[src/rtl/fib_breath_pkg.sv]
// Shared types, period helper and the single Fibonacci step used by the
// breathing-LED scheduler's time-multiplexed add/sub unit.
package fib_breath_pkg;
  // Widest supported duty width plus one bit of carry headroom for the sum.
  localparam int FIB_W = 16;

  typedef enum logic {DIR_RISE = 1'b0, DIR_FALL = 1'b1} dir_e;

  typedef struct packed {
    logic [FIB_W-1:0] prev;
    logic [FIB_W-1:0] cur;
    dir_e             dir;
  } chan_state_t;

  function automatic int fib_period(input int cw);
    return 1 << cw;
  endfunction

  function automatic chan_state_t fib_step(input chan_state_t s, input logic [FIB_W-1:0] maxval);
    chan_state_t      r;
    logic [FIB_W:0]   sum;
    r   = s;
    sum = {1'b0, s.prev} + {1'b0, s.cur};
    if (s.dir == DIR_RISE && sum <= {1'b0, maxval}) begin
      r.prev = s.cur;
      r.cur  = sum[FIB_W-1:0];
    end else begin
      // Overflow on the way up turns around within the same step.
      r.prev = s.cur - s.prev;
      r.cur  = s.prev;
      r.dir  = (r.prev == '0) ? DIR_RISE : DIR_FALL;
    end
    return r;
  endfunction
endpackage

[src/rtl/fib_rr_arbiter.sv]
// Round-robin arbiter: one-hot grant to the first requester at or after the
// pointer; the pointer moves past each winner.
module fib_rr_arbiter #(
  parameter int N  = 4,
  parameter int PW = (N > 1) ? $clog2(N) : 1
) (
  input  logic          clk,
  input  logic          rst_n,
  input  logic [N-1:0]  req,
  output logic [N-1:0]  grant_oh,
  output logic [PW-1:0] ptr
);
  logic [PW-1:0] win;
  logic          found;

  always_comb begin
    grant_oh = '0;
    win      = '0;
    found    = 1'b0;
    for (int k = 0; k < N; k++) begin
      if (!found && req[(int'(ptr) + k) % N]) begin
        grant_oh[(int'(ptr) + k) % N] = 1'b1;
        win   = PW'((int'(ptr) + k) % N);
        found = 1'b1;
      end
    end
  end

  always_ff @(posedge clk or negedge rst_n) begin
    if (!rst_n)     ptr <= '0;
    else if (found) ptr <= (win == PW'(N - 1)) ? '0 : win + 1'b1;
  end
endmodule

[src/rtl/fib_breath_scheduler.sv]
// Multi-channel Fibonacci breathing PWM with one shared add/sub unit.
// Define FIB_PHASE_STAGGER_EN to offset each channel's period start by i*2**CW/NCH.
module fib_breath_scheduler
  import fib_breath_pkg::*;
#(
  parameter int NCH  = 4,
  parameter int CW   = 8,
  parameter int HOLD = 4
) (
  input  logic              clk,
  input  logic              rst_n,
  input  logic [NCH-1:0]    en,
  output logic [NCH-1:0]    pwm_out,
  output logic [NCH-1:0]    grant_oh,
  output logic [NCH*CW-1:0] duty_mon
);
  localparam int               PW      = (NCH > 1) ? $clog2(NCH) : 1;
  localparam int               HW      = (HOLD > 1) ? $clog2(HOLD) : 1;
  localparam logic [CW-1:0]    CNT_MAX = {CW{1'b1}};
  localparam logic [FIB_W-1:0] MAXV    = FIB_W'(fib_period(CW) - 1);

  if (CW < 1 || CW >= FIB_W) begin : g_bad_cw
    $error("fib_breath_scheduler: CW out of range");
  end
  if (NCH < 1 || NCH > fib_period(CW - 1)) begin : g_bad_nch
    $error("fib_breath_scheduler: NCH out of range");
  end
  if (HOLD < 1) begin : g_bad_hold
    $error("fib_breath_scheduler: HOLD must be >= 1");
  end

  logic [NCH-1:0]         req;
  logic [PW-1:0]          rr_ptr;
  logic [NCH-1:0][CW-1:0] prev_v, cur_v;
  logic [NCH-1:0]         fall_v;
  chan_state_t            op, res;
  logic                   unused_bits;

  fib_rr_arbiter #(.N(NCH)) u_arb (
    .clk      (clk),
    .rst_n    (rst_n),
    .req      (req),
    .grant_oh (grant_oh),
    .ptr      (rr_ptr)
  );

  // Operand mux into the one shared step unit; result goes back to the winner.
  always_comb begin
    op = '{prev: '0, cur: '0, dir: DIR_RISE};
    for (int i = 0; i < NCH; i++) begin
      if (grant_oh[i]) begin
        op.prev = FIB_W'(prev_v[i]);
        op.cur  = FIB_W'(cur_v[i]);
        op.dir  = fall_v[i] ? DIR_FALL : DIR_RISE;
      end
    end
    res = fib_step(op, MAXV);
  end

  assign unused_bits = ^{rr_ptr, res.prev[FIB_W-1:CW], res.cur[FIB_W-1:CW]};

  for (genvar i = 0; i < NCH; i++) begin : g_ch
    logic [CW-1:0] prev, cur, duty, cnt, cnt_cur;
    logic [HW-1:0] hold_cnt;
    dir_e          dir;
    logic          pwm, req_r;

`ifdef FIB_PHASE_STAGGER_EN
    localparam logic [CW-1:0] OFFS = CW'(i * (fib_period(CW) / NCH));
    logic en_q;
    always_ff @(posedge clk or negedge rst_n) begin
      if (!rst_n) en_q <= 1'b0;
      else        en_q <= en[i];
    end
    assign cnt_cur = (en[i] && !en_q) ? OFFS : cnt;
`else
    assign cnt_cur = cnt;
`endif

    always_ff @(posedge clk or negedge rst_n) begin
      if (!rst_n) begin
        prev <= '0;  cur <= CW'(1);  dir <= DIR_RISE;  duty <= CW'(1);
        cnt <= '0;   hold_cnt <= '0; req_r <= 1'b0;    pwm <= 1'b0;
      end else if (!en[i]) begin
        // Disabled channel idles at reset values; a same-cycle grant is dropped.
        prev <= '0;  cur <= CW'(1);  dir <= DIR_RISE;  duty <= CW'(1);
        cnt <= '0;   hold_cnt <= '0; req_r <= 1'b0;    pwm <= 1'b0;
      end else begin
        pwm <= (cnt_cur < duty);
        cnt <= cnt_cur + 1'b1;
        if (grant_oh[i]) begin
          req_r <= 1'b0;
          prev  <= res.prev[CW-1:0];
          cur   <= res.cur[CW-1:0];
          dir   <= res.dir;
        end
        if (cnt_cur == CNT_MAX) begin
          duty <= cur;
          if (hold_cnt == HW'(HOLD - 1)) begin
            hold_cnt <= '0;
            req_r    <= 1'b1;
          end else begin
            hold_cnt <= hold_cnt + 1'b1;
          end
        end
      end
    end

    assign prev_v[i]              = prev;
    assign cur_v[i]               = cur;
    assign fall_v[i]              = (dir == DIR_FALL);
    assign req[i]                 = req_r;
    assign pwm_out[i]             = pwm;
    assign duty_mon[i*CW +: CW]   = duty;
  end
endmodule

[config.mk]
export PLATFORM = sky130hd
export DESIGN_NAME = fib_breath_scheduler
export DESIGN_NICKNAME = d
export VERILOG_FILES = /design/src/rtl/fib_breath_pkg.sv /design/src/rtl/fib_rr_arbiter.sv /design/src/rtl/fib_breath_scheduler.sv
export SDC_FILE = /design/constraint.sdc
export NUM_CORES = 1
export LEC_CHECK = 0
export ABC_AREA = 1
export CORE_MARGIN = 2
export CORE_UTILIZATION = 41
export CTS_BUF_LIST = sky130_fd_sc_hd__clkbuf_8
export DETAILED_ROUTE_END_ITERATION = 16
export GPL_TIMING_DRIVEN = 0
export MAX_ROUTING_LAYER = met4
export SKIP_CTS_REPAIR_TIMING = 1
export SYNTH_ARGS = -nofsm -noshare
export SYNTH_HDL_FRONTEND = slang
export SYNTH_SLANG_ARGS = --single-unit
[constraint.sdc]
create_clock -name clk -period 10.35 [get_ports clk]
set_input_delay 2.07 -clock clk [delete_from_list [all_inputs] [get_ports clk]]
set_output_delay 2.07 -clock clk [all_outputs]
set_load 0.005 [all_outputs]
Yosys cells after proc, flatten, opt, wreduce, memory -nomap -nowiden --
Index checks and enable logic that the tools add are counted.
Storage, ports and cells: register bits after elaboration 150, output and inout bits 40, logic and storage cells 210
Operators by class: add/sub/neg operators 14, order comparisons 13, eq/ne operators 17, mux-type cells 111, bitwise operators 7, reductions and logical operators 15
Operators with widths (count):
- 8-bit two-way mux | 28
- 25-bit two-way mux | 4
- 1-bit two-way mux | 49
- 2-bit two-way mux | 17
- 8-bit by 1-bit adder with 8-bit output, second input constant | 4
- 8-bit == test, second input constant | 4
- 8-bit less-than comparator | 4
- 24-bit two-way mux | 1
- 8-bit by 16-bit adder with 17-bit output | 1
- 17-bit by 8-bit <= comparator with 1-bit output, second input constant | 1
- 16-bit zero test | 1
- 4-bit two-way mux | 4
- 2-bit by 1-bit != test with 1-bit output, second input constant | 8
- 16-bit by 8-bit subtractor with 16-bit output | 1
- 2-bit by 1-bit adder with 2-bit output, second input constant | 6
- 3-bit by 4-bit less-than comparator with 1-bit output, second input constant | 3
- 4-bit OR | 3
- 2-bit == test, second input constant | 5
- 3-bit by 1-bit >= comparator with 1-bit output, second input constant | 3
- 1-bit binary-select mux with 2-bit select | 4
- 1-bit demux with 2-bit select | 4
- 1-bit logical AND | 8
- 2-bit OR reduction | 3
- 2-bit adder, second input constant | 2
- other kinds (5) | 9

Longest topological paths before layout --
word-level depth 24, gate-level depth with buffers 34

Cells and area by module --
Synthesis repeated with hierarchy kept, for this count alone.
Unflattened totals: cell total of the unflattened synthesis 1090, area, all modules 8677.1 um^2
By module, submodules not included:
- fib_breath_scheduler | times used 1, cells each 1002, area each 8107.8 um^2
- fib_rr_arbiter | times used 1, cells each 88, area each 569.3 um^2

Worst setup path after synthesis --
No wires, ideal clock.
kind register to register, from register with a tool-made name, to register g_ch[2].dir, library setup time 118 ps, data arrival time 4356 ps, slack 5876 ps, cell stages (with the launch flop) 33, buffers on the path 4, period minus slack after synthesis 4474 ps, path through dfrtp_1 -> buf_6 -> inv_6 -> ha_1 -> inv_1 -> nand3_1 -> nand2_1 -> nor2_4 -> a21oi_2 -> nand3_2 -> buf_4 -> buf_6 -> a21oi_1 -> nand2_1 -> a21boi_2 -> inv_1 -> ha_1 -> clkbuf_1 -> o21bai_1 -> nand2_1 -> a21oi_1 -> o21bai_1 -> nand3_1 -> nand2_1 -> fa_1 -> inv_1 -> nand2_1 -> nor2_1 -> nand3_1 -> nor2_1 -> nand3_1 -> nand3_1 -> nand2_1
RTL lines:
- to (signal assigned) | RTL line fib_breath_scheduler.sv:95 | dir <= res.dir;
- to (decl) | RTL line fib_breath_scheduler.sv:65 | dir_e dir;

==> run metrics <==
status complete, no violations; RSZ-0062 raised after global routing no; endpoints failing hold 0; worst rel slew slack 0.597; Max stage delay on crit path 0.48 ns; Final ANT Viol Nets 0; Multi-input gate area 4240 um2; drt wl/cell 15.6 um; top cell type's share of synthesized area 0.408; dpl ws 5.06 ns; # port buffers 43; Setup TNS 0 ns; CP Class flop to flop; Critical Path End Type flop; CP required 10.69 ns; minimum clock period after layout 5.35 ns; worst reg2reg path endpoint g_ch[0].dir; Worst Tran Pin Value 0.598 ns; layout cells sized above 1 0.114; fill count 2,140; largest buffer count on any clock path 2; Synth warnings 0; reg2reg path depth 32; vias in the first global route 6,940; Synth area leader dfrtp_1; Post-synth EDFFs 0; total grt overflow 0; min-delay worst type flop to flop; CP Max Fanout 10; final setup margin 5.00 ns; CP max stage cell fa_1; area share of fa/ha/maj cells after synthesis 0.0916; Critical Path End g_ch[0].dir; leakage power 5.00 nW; die height 150 um; Final HPWL DP 16,500 um; clock slew at reported path FFs 0.08 ns; # rows 53; syn_nets 1,145; via count 7,209; Max Slew Vio Count 0; max-cap viol count 0; Compound-Gate Fraction of Synth Area 0.127; DRC errors left 0; flops & latches, synth 150; reg2reg setup slack 5.00 ns; Tot GR Track Use 0.215; period utilization 0.517; post-synthesis xor/xnor area fraction 0.0121; sequential cell area 3760 um2; Die ar. 22,400 um2; Simple-Gate Fraction of Synth Area 0.256; Syn Inst Count 1,077; via/cell ratio 5.05; CTS buffer count 17; nets@finish 1,208; mux share of post-synthesis cell area 0; CP Data Arrival Time 5.69 ns; largest net degree at the start of global routing 91; Synth area leaders dfrtp_1 (41%), nand2_1 (13%), ha_1 (8.5%); Total Wirelength 22,300 um; Fmax 0.187 GHz; cell mode on critical path nand2_1; Final Util 0.472; global placement routability congestion 0.862; area added between synthesis and finish 13.5%; Starting Density 0.416; synth unique cells 42; Initial DRT Pass Iterations 5; CTS tree built; mean post-synth cell area 8.09 um2; Mapped Area 8710 um2; initial antenna violation count 0; I/O Pins 46; global-route wire length before repair 36,300 um; antenna cells 0; pwr dens 290 nW/um2; chip width 150 um; VDD IR max 174 uV; setup violators final 0; ys async rst share 1.00; Root Driver clkbuf_8; startpoint types flop; worst hold slack 0.480 ns; clk_skew 0.0183 ns; H-tree levels 4; largest family of logic cells by synthesized area simple AND/OR/NAND/NOR gates; insertion delay to the later sink of the worst-skew pair 0.46 ns; post-synthesis sequential area ratio 0.432; Post-synth top flop dfrtp_1; core area 21,000 um2; clock sink count 150; Initial DRC Count 483
[through the flow]
step                      std cells  power, mW  area (um2)
after global placement         1395       2.43        9490
after detailed placement       1396       2.43        9520
after CTS                      1428       2.87        9890
after global routing           1428       3.10        9890
after floorplan                1077       1.92        8710
final                          1428       2.87        9890
[synth_stat cells, drive strengths merged, types with 7 or more instances]
master and count:
nor2 50, buf 26, ha 59, o21ai 49, dfrtp 142, dfstp 8
xor2 11, a21oi 96, o22ai 7, nand4 9, nand2 340, inv 132
nor3 9, nand3 88, a21boi 11
[state kept, by name, indices dropped and copies added (netlist names), named ones only]
register,count
g_ch.cnt,32
g_ch.cur,32
g_ch.dir,4
g_ch.duty,32
g_ch.hold_cnt,8
g_ch.prev,32
g_ch.pwm,4
g_ch.req_r,4
u_arb.ptr,1
[how the worst min path moves through the flow]
stage / startpoint / endpoint / cells after the start
after detailed placement: g_ch[3].prev[2] / g_ch[3].prev[2] / 2
after floorplan: g_ch[2].hold_cnt[0] / g_ch[2].hold_cnt[0] / 1
after global routing: g_ch[1].hold_cnt[0] / g_ch[1].hold_cnt[0] / 1
after CTS: g_ch[1].hold_cnt[0] / g_ch[1].hold_cnt[0] / 1
final: g_ch[1].hold_cnt[0] / g_ch[1].hold_cnt[0] / 1
after global placement: g_ch[2].prev[7] / g_ch[2].prev[7] / 2
[placed cells by master (no fill, tap or decap), types with 11 or more instances in the layout]
cell             netlist  routed
a21oi_1               91      91
buf_2                 13      13
clkbuf_8               0      19
clkdlybuf4s50_1        0      42
dfrtp_1              142     142
ha_1                  59      59
inv_1                124     126
nand2_1              306     306
nand2_2               30      30
nand3_1               84      84
nor2_1                43      43
o21ai_0               49      49
xor2_1                11      11
[cells by family after synthesis]
kind of cell / Yosys count
AND/OR/NAND/NOR: 501
AO/OA/AOI/OAI: 188
buffers and inverters: 164
flip-flops: 150
adder cells (fa/ha/maj): 62
XOR/XNOR: 12
[power breakdown]
| part | internal, mW | switching [mW] |
|---|---|---|
| clock | 0.201 | 0.229 |
| combinational | 0.513 | 1.20 |
| sequential | 0.671 | 0.0628 |
[layout make-up]
type,count,area share
Buffer,31,0.0210
Clock buffer,19,0.0264
Clock inverter,13,0.0110
Inverter,133,0.0510
Multi-Input combinational cell,763,0.428
Sequential cell,150,0.381
Tap cell,275,0.0348
Timing Repair Buffer,44,0.0468
[metal layers]
| layer | wire, um | vias to the layer above | track usage |
|---|---|---|---|
| met5 | 0 | - | - |
| met4 | 484 | 0 | 0.0651 |
| met3 | 947 | 26 | 0.0366 |
| met2 | 10100 | 165 | 0.323 |
| met1 | 10700 | 3401 | 0.298 |
| li1 | - | 3617 | - |
[critical path: cells and delay by family, from the launching register on]
| family | cells | cell delay, ns |
|---|---|---|
| buf+inv | 8 | 1.15 |
| compound gates | 6 | 0.89 |
| simple gates | 15 | 1.59 |
| flops | 1 | 0.47 |
| fa+ha+maj | 3 | 1.10 |
Note: power is estimated with default switching activity, not from simulation.
